### src/rtl/fetch_pkg.sv
// Shared constants and helpers for the instruction fetch stage.
package fetch_pkg;

  localparam logic [31:0] RESET_PC_DEF = 32'h0000_0000;
  localparam int unsigned PC_STEP_DEF  = 4;
  localparam logic [31:0] NOP_INSTR    = 32'h0000_0000;
  localparam logic [31:0] ALIGN_MASK   = 32'hFFFF_FFFC;

  function automatic logic [31:0] align_addr(input logic [31:0] addr);
    return addr & ALIGN_MASK;
  endfunction

endpackage

### src/rtl/fetch_skid_hold.sv
// Captures the in-flight instruction word on the first stall edge, because the
// synchronous memory moves on to mem[pc] while decode is stalled.
module fetch_skid_hold
  import fetch_pkg::*;
(
  input  logic        clk,
  input  logic        rst_n,
  input  logic        stall,
  input  logic        redirect,
  input  logic        f_valid,
  input  logic [31:0] mem_instr,
  output logic [31:0] if_instr
);

  logic [31:0] hold_instr_q, hold_instr_d;
  logic        hold_valid_q, hold_valid_d;

  always_comb begin
    hold_instr_d = hold_instr_q;
    hold_valid_d = hold_valid_q;
    if (redirect) begin
      hold_valid_d = 1'b0;
    end else if (stall) begin
      // Only the first stall edge sees the word belonging to f_pc.
      if (!hold_valid_q) begin
        hold_instr_d = mem_instr;
        hold_valid_d = f_valid;
      end
    end else begin
      hold_valid_d = 1'b0;
    end
  end

  always_ff @(posedge clk) begin
    if (!rst_n) begin
      hold_instr_q <= NOP_INSTR;
      hold_valid_q <= 1'b0;
    end else begin
      hold_instr_q <= hold_instr_d;
      hold_valid_q <= hold_valid_d;
    end
  end

  assign if_instr = !f_valid     ? NOP_INSTR    :
                    hold_valid_q ? hold_instr_q : mem_instr;

endmodule

### src/rtl/instruction_fetch.sv
// Fetch stage: owns the PC, pairs the one-cycle-latency memory word with its
// address, and handles stall and branch/jump redirect with squash.
module instruction_fetch
  import fetch_pkg::*;
#(
  parameter logic [31:0] RESET_PC = RESET_PC_DEF,
  parameter int unsigned PC_STEP  = PC_STEP_DEF
) (
  input  logic        clk,
  input  logic        rst_n,
  input  logic        stall,
  input  logic        redirect,
  input  logic [31:0] redirect_target,
  output logic [31:0] mem_addr,
  input  logic [31:0] mem_instr,
  output logic        if_valid,
  output logic [31:0] if_instr,
  output logic [31:0] if_pc,
  output logic [31:0] if_pc_plus4,
  output logic        misalign_fault
);

  logic [31:0] pc_q, pc_d;
  logic [31:0] f_pc_q, f_pc_d;
  logic        f_valid_q, f_valid_d;
  logic        misalign_q, misalign_d;

  always_comb begin
    pc_d       = pc_q;
    f_pc_d     = f_pc_q;
    f_valid_d  = f_valid_q;
    misalign_d = 1'b0;
    if (redirect) begin
      // The word memory captures at this edge is on the wrong path; squash it.
      pc_d       = align_addr(redirect_target);
      f_pc_d     = pc_q;
      f_valid_d  = 1'b0;
      misalign_d = |redirect_target[1:0];
    end else if (!stall) begin
      f_pc_d    = pc_q;
      f_valid_d = 1'b1;
      pc_d      = pc_q + 32'(PC_STEP);
    end
  end

  always_ff @(posedge clk) begin
    if (!rst_n) begin
      pc_q       <= RESET_PC;
      f_pc_q     <= RESET_PC;
      f_valid_q  <= 1'b0;
      misalign_q <= 1'b0;
    end else begin
      pc_q       <= pc_d;
      f_pc_q     <= f_pc_d;
      f_valid_q  <= f_valid_d;
      misalign_q <= misalign_d;
    end
  end

  fetch_skid_hold u_skid (
    .clk      (clk),
    .rst_n    (rst_n),
    .stall    (stall),
    .redirect (redirect),
    .f_valid  (f_valid_q),
    .mem_instr(mem_instr),
    .if_instr (if_instr)
  );

  assign mem_addr       = pc_q;
  assign if_valid       = f_valid_q;
  assign if_pc          = f_pc_q;
  assign if_pc_plus4    = f_pc_q + 32'd4;
  assign misalign_fault = misalign_q;

endmodule

### config.mk
export PLATFORM = sky130hd
export DESIGN_NAME = instruction_fetch
export DESIGN_NICKNAME = d
export VERILOG_FILES = /design/src/rtl/fetch_pkg.sv /design/src/rtl/fetch_skid_hold.sv /design/src/rtl/instruction_fetch.sv
export SDC_FILE = /design/constraint.sdc
export NUM_CORES = 1
export LEC_CHECK = 0
export CAP_MARGIN = 10
export CORE_UTILIZATION = 30
export CTS_CLUSTER_SIZE = 25
export DETAILED_ROUTE_END_ITERATION = 8
export PLACE_DENSITY = 0.61
export SETUP_SLACK_MARGIN = 0.15
export SYNTH_ARGS = -nofsm -noshare
export SYNTH_HDL_FRONTEND = slang
export SYNTH_SLANG_ARGS = --single-unit
### constraint.sdc
create_clock -name clk -period 6.7 [get_ports clk]
set_input_delay 1.34 -clock clk [delete_from_list [all_inputs] [get_ports clk]]
set_output_delay 1.34 -clock clk [all_outputs]
set_load 0.05 [all_outputs]
==> metrics.txt <==
# clock sinks=95; Syn. warnings=0; cell internal pwr=0.985 mW; first-pass GRT wire length=25300 µm; Netlist Area Pre-Place=5240 µm²; sequential fraction of the synthesis area=0.363; Critical Path Source Type=flop; fill cell count=1722; status=complete, no violations; number of global-route vias before repair=4655; DR iter-0 viols=229; final worst-path cycle share=0.677; Fin Hold WS=0.466 ns; clock latency at the later pin of the worst-skew pair=0.35 ns; Pleak=2.57 nW; Switching Fraction=0.334; P per Cell Area=196 nW/µm²; RSZ-0062 raised after global routing=false; global route overflow=0; setup slack after placement=2.45 ns; Core Util, Final=0.450; Mapped Cells=656; Max transition margin=0.264; Worst Hold Class=reg -> reg; Post-synth ARST share=0; largest net degree at the start of global routing=100; #FFs+latches synth=95; worst-path maximum fanout=6; max-slew violation count=0; CTS Buf Count=9; Layout Skew=0.00771 ns; synth cell count leaders=143 x nand2_1, 95 x dfxtp_1, 62 x a21boi_0; share of power burned in registers=0.433; Max Buffers Root-to-Sink=2; Post-DP HPWL=11100 µm; Initial Util=0.312; gr usage total=0.178; Switch Pwr=0.494 mW; IO Pins=198; design area=7560 µm²; critical path data arrival time=3.19 ns; number of max-cap violations=0; CTS-repair resized insts=0; Comb pwr share=0.238; area leader, netlist=dfxtp_1; Power, Total=1.48 mW; Area contributors post-synth=dfxtp_1 36%, nand2_1 10%, a21boi_0 8.9%, mux2i_1 6.3%, xnor2_1 4.3%; most used cell, CP=nand4_1; final hold vios=0; internal reg-to-reg setup slack=4.22 ns; setup ws final=2.17 ns; Avg Cell Area, Syn=7.99 µm²; Reg2Reg Depth=4; Port Buffers=191; die width=134 µm; htree depth=3; dpl cells=1030; Hold Crit Depth=2; area growth from synthesis to layout=44.3%; Least-Margin Pin Slew=1.10 ns; Via-to-Cell Ratio=4.85; Area after DPL=7290 µm²; die span in y=134 µm; post-route ant nets=0; fmax=0.221 GHz; CTS tree=built; Site Rows=47; die area=18000 µm²; GPL Wtd Cong=0.820; Worst EP required=5.36 ns; detailed-route via count=5076; Crit Path Class=reg -> out; worst vdd ir=0.000108 V; Placeable Area=16800 µm²; crit-path max cell delay=0.86 ns; min cycle time layout=4.53 ns; Max stage delay cell, worst path=nor4_1; Synth Flop Type=dfxtp_1; Reg clk slew, reported paths=0.07 ns; CP endpoint kind=primary output; Sum Neg Setup Slack=0 ns; Initial DRT Pass Iterations=4; post-CTS setup buffers=0; top cell type's share of synthesized area=0.363; share of post-route cells with drive strength above 1=0.0436; Layout Cells excl Fill=1046; crit path cell chain=nand4_1 > nor4_1 > nand4_1 > xnor2_1 > clkdlybuf4s50_1; Netlist cell types=47; CTS Hold Bufs=0; Clk pwr share=0.329; Root Driver=clkbuf_16; DRC=0; post-DR wirelength/cell=15.3 µm; Nets=891; antenna violations before repair=1; Post-Route WL=16000 µm; Final setup viols=0; ANT cells=0; Post-synth EDFFs=0; count leader, synth=nand2_1
## layer usage
metal / part of all wire / global-route usage / routed length [µm]
met5: 0.00062 / 0 / 10
met4: 0.014 / 0.0574 / 232
met3: 0.044 / 0.0329 / 706
met2: 0.47 / 0.289 / 7490
met1: 0.47 / 0.238 / 7610
## path summary, 6_finish.rpt
path,from,to
max,if_pc[4],if_pc_plus4[29]
min,u_skid.hold_instr_q[20],u_skid.hold_instr_q[20]
max reg2reg,mem_addr[4],mem_addr[28]
min reg2reg,u_skid.hold_instr_q[20],u_skid.hold_instr_q[20]
## cells by family (layout without fill, tap and decap cells)
logic type / Yosys count / count (layout) / synth area share
flops: 95 / 95 / 0.363
mux: 33 / 33 / 0.0630
fa+ha+maj: 2 / 2 / 0.00477
compound gates: 126 / 126 / 0.166
simple gates: 300 / 300 / 0.287
other cells: 1 / 6 / 0.000716
buf+inv: 59 / 224 / 0.0485
xor+xnor: 40 / 40 / 0.0669
## power by group through the flow
stage	combinational (mW)	clock, mW	sequential, mW
floorplan	0.152	0	0.714
global placement	0.354	0	0.653
detailed placement	0.354	0	0.654
CTS	0.355	0.503	0.641
global route	0.374	0.522	0.648
finish	0.353	0.486	0.641
## final cells by class
type	count	area [µm²]	share of cell area
clock buffer	9	225	0.0298
sequential	95	1900	0.252
clock inverter	7	48.8	0.00645
inverter	9	33.8	0.00447
multi-input combinational	507	3110	0.411
timing repair buffer	199	1970	0.260
tap	220	275	0.0364
## state kept, by name, summed over array words and instances, names as in the netlist
signal               flops
mem_addr                30
u_skid.hold_instr_q     32
if_pc                   30
u_skid.hold_valid_q      1
if_valid                 1
misalign_fault           1
## worst max-delay path: cells and delay by family (launching register included)
kind,cells,cell delay [ns]
AND/OR/NAND/NOR,3,1.40
buffers and inverters,1,0.82
flip-flops,1,0.45
XOR/XNOR,1,0.19
## cells in the final DEF, fill, tap and decap left out, drive strengths merged, types with 2 or more instances in the layout
master and count:
clkdlybuf4s50 190, nand2 143, dfxtp 95, a21boi 62, mux2i 33, nor2b 33, xnor2 26, o21ai 24
nand3 22, nand4 20, nor2 16, nor3 14, xor2 14, a21oi 13, nor4 11, inv 10
clkbuf 9, buf 9, and4 8, nand2b 8, or4 8, a31oi 6, conb 6, o31ai 5
o211a 5, clkinv 5, or2 4, and3 3, o311a 3, or3 2, nor3b 2, a211oi 2
nand4b 2, and2 2, ha 2
(Power assumes the default switching activity.)
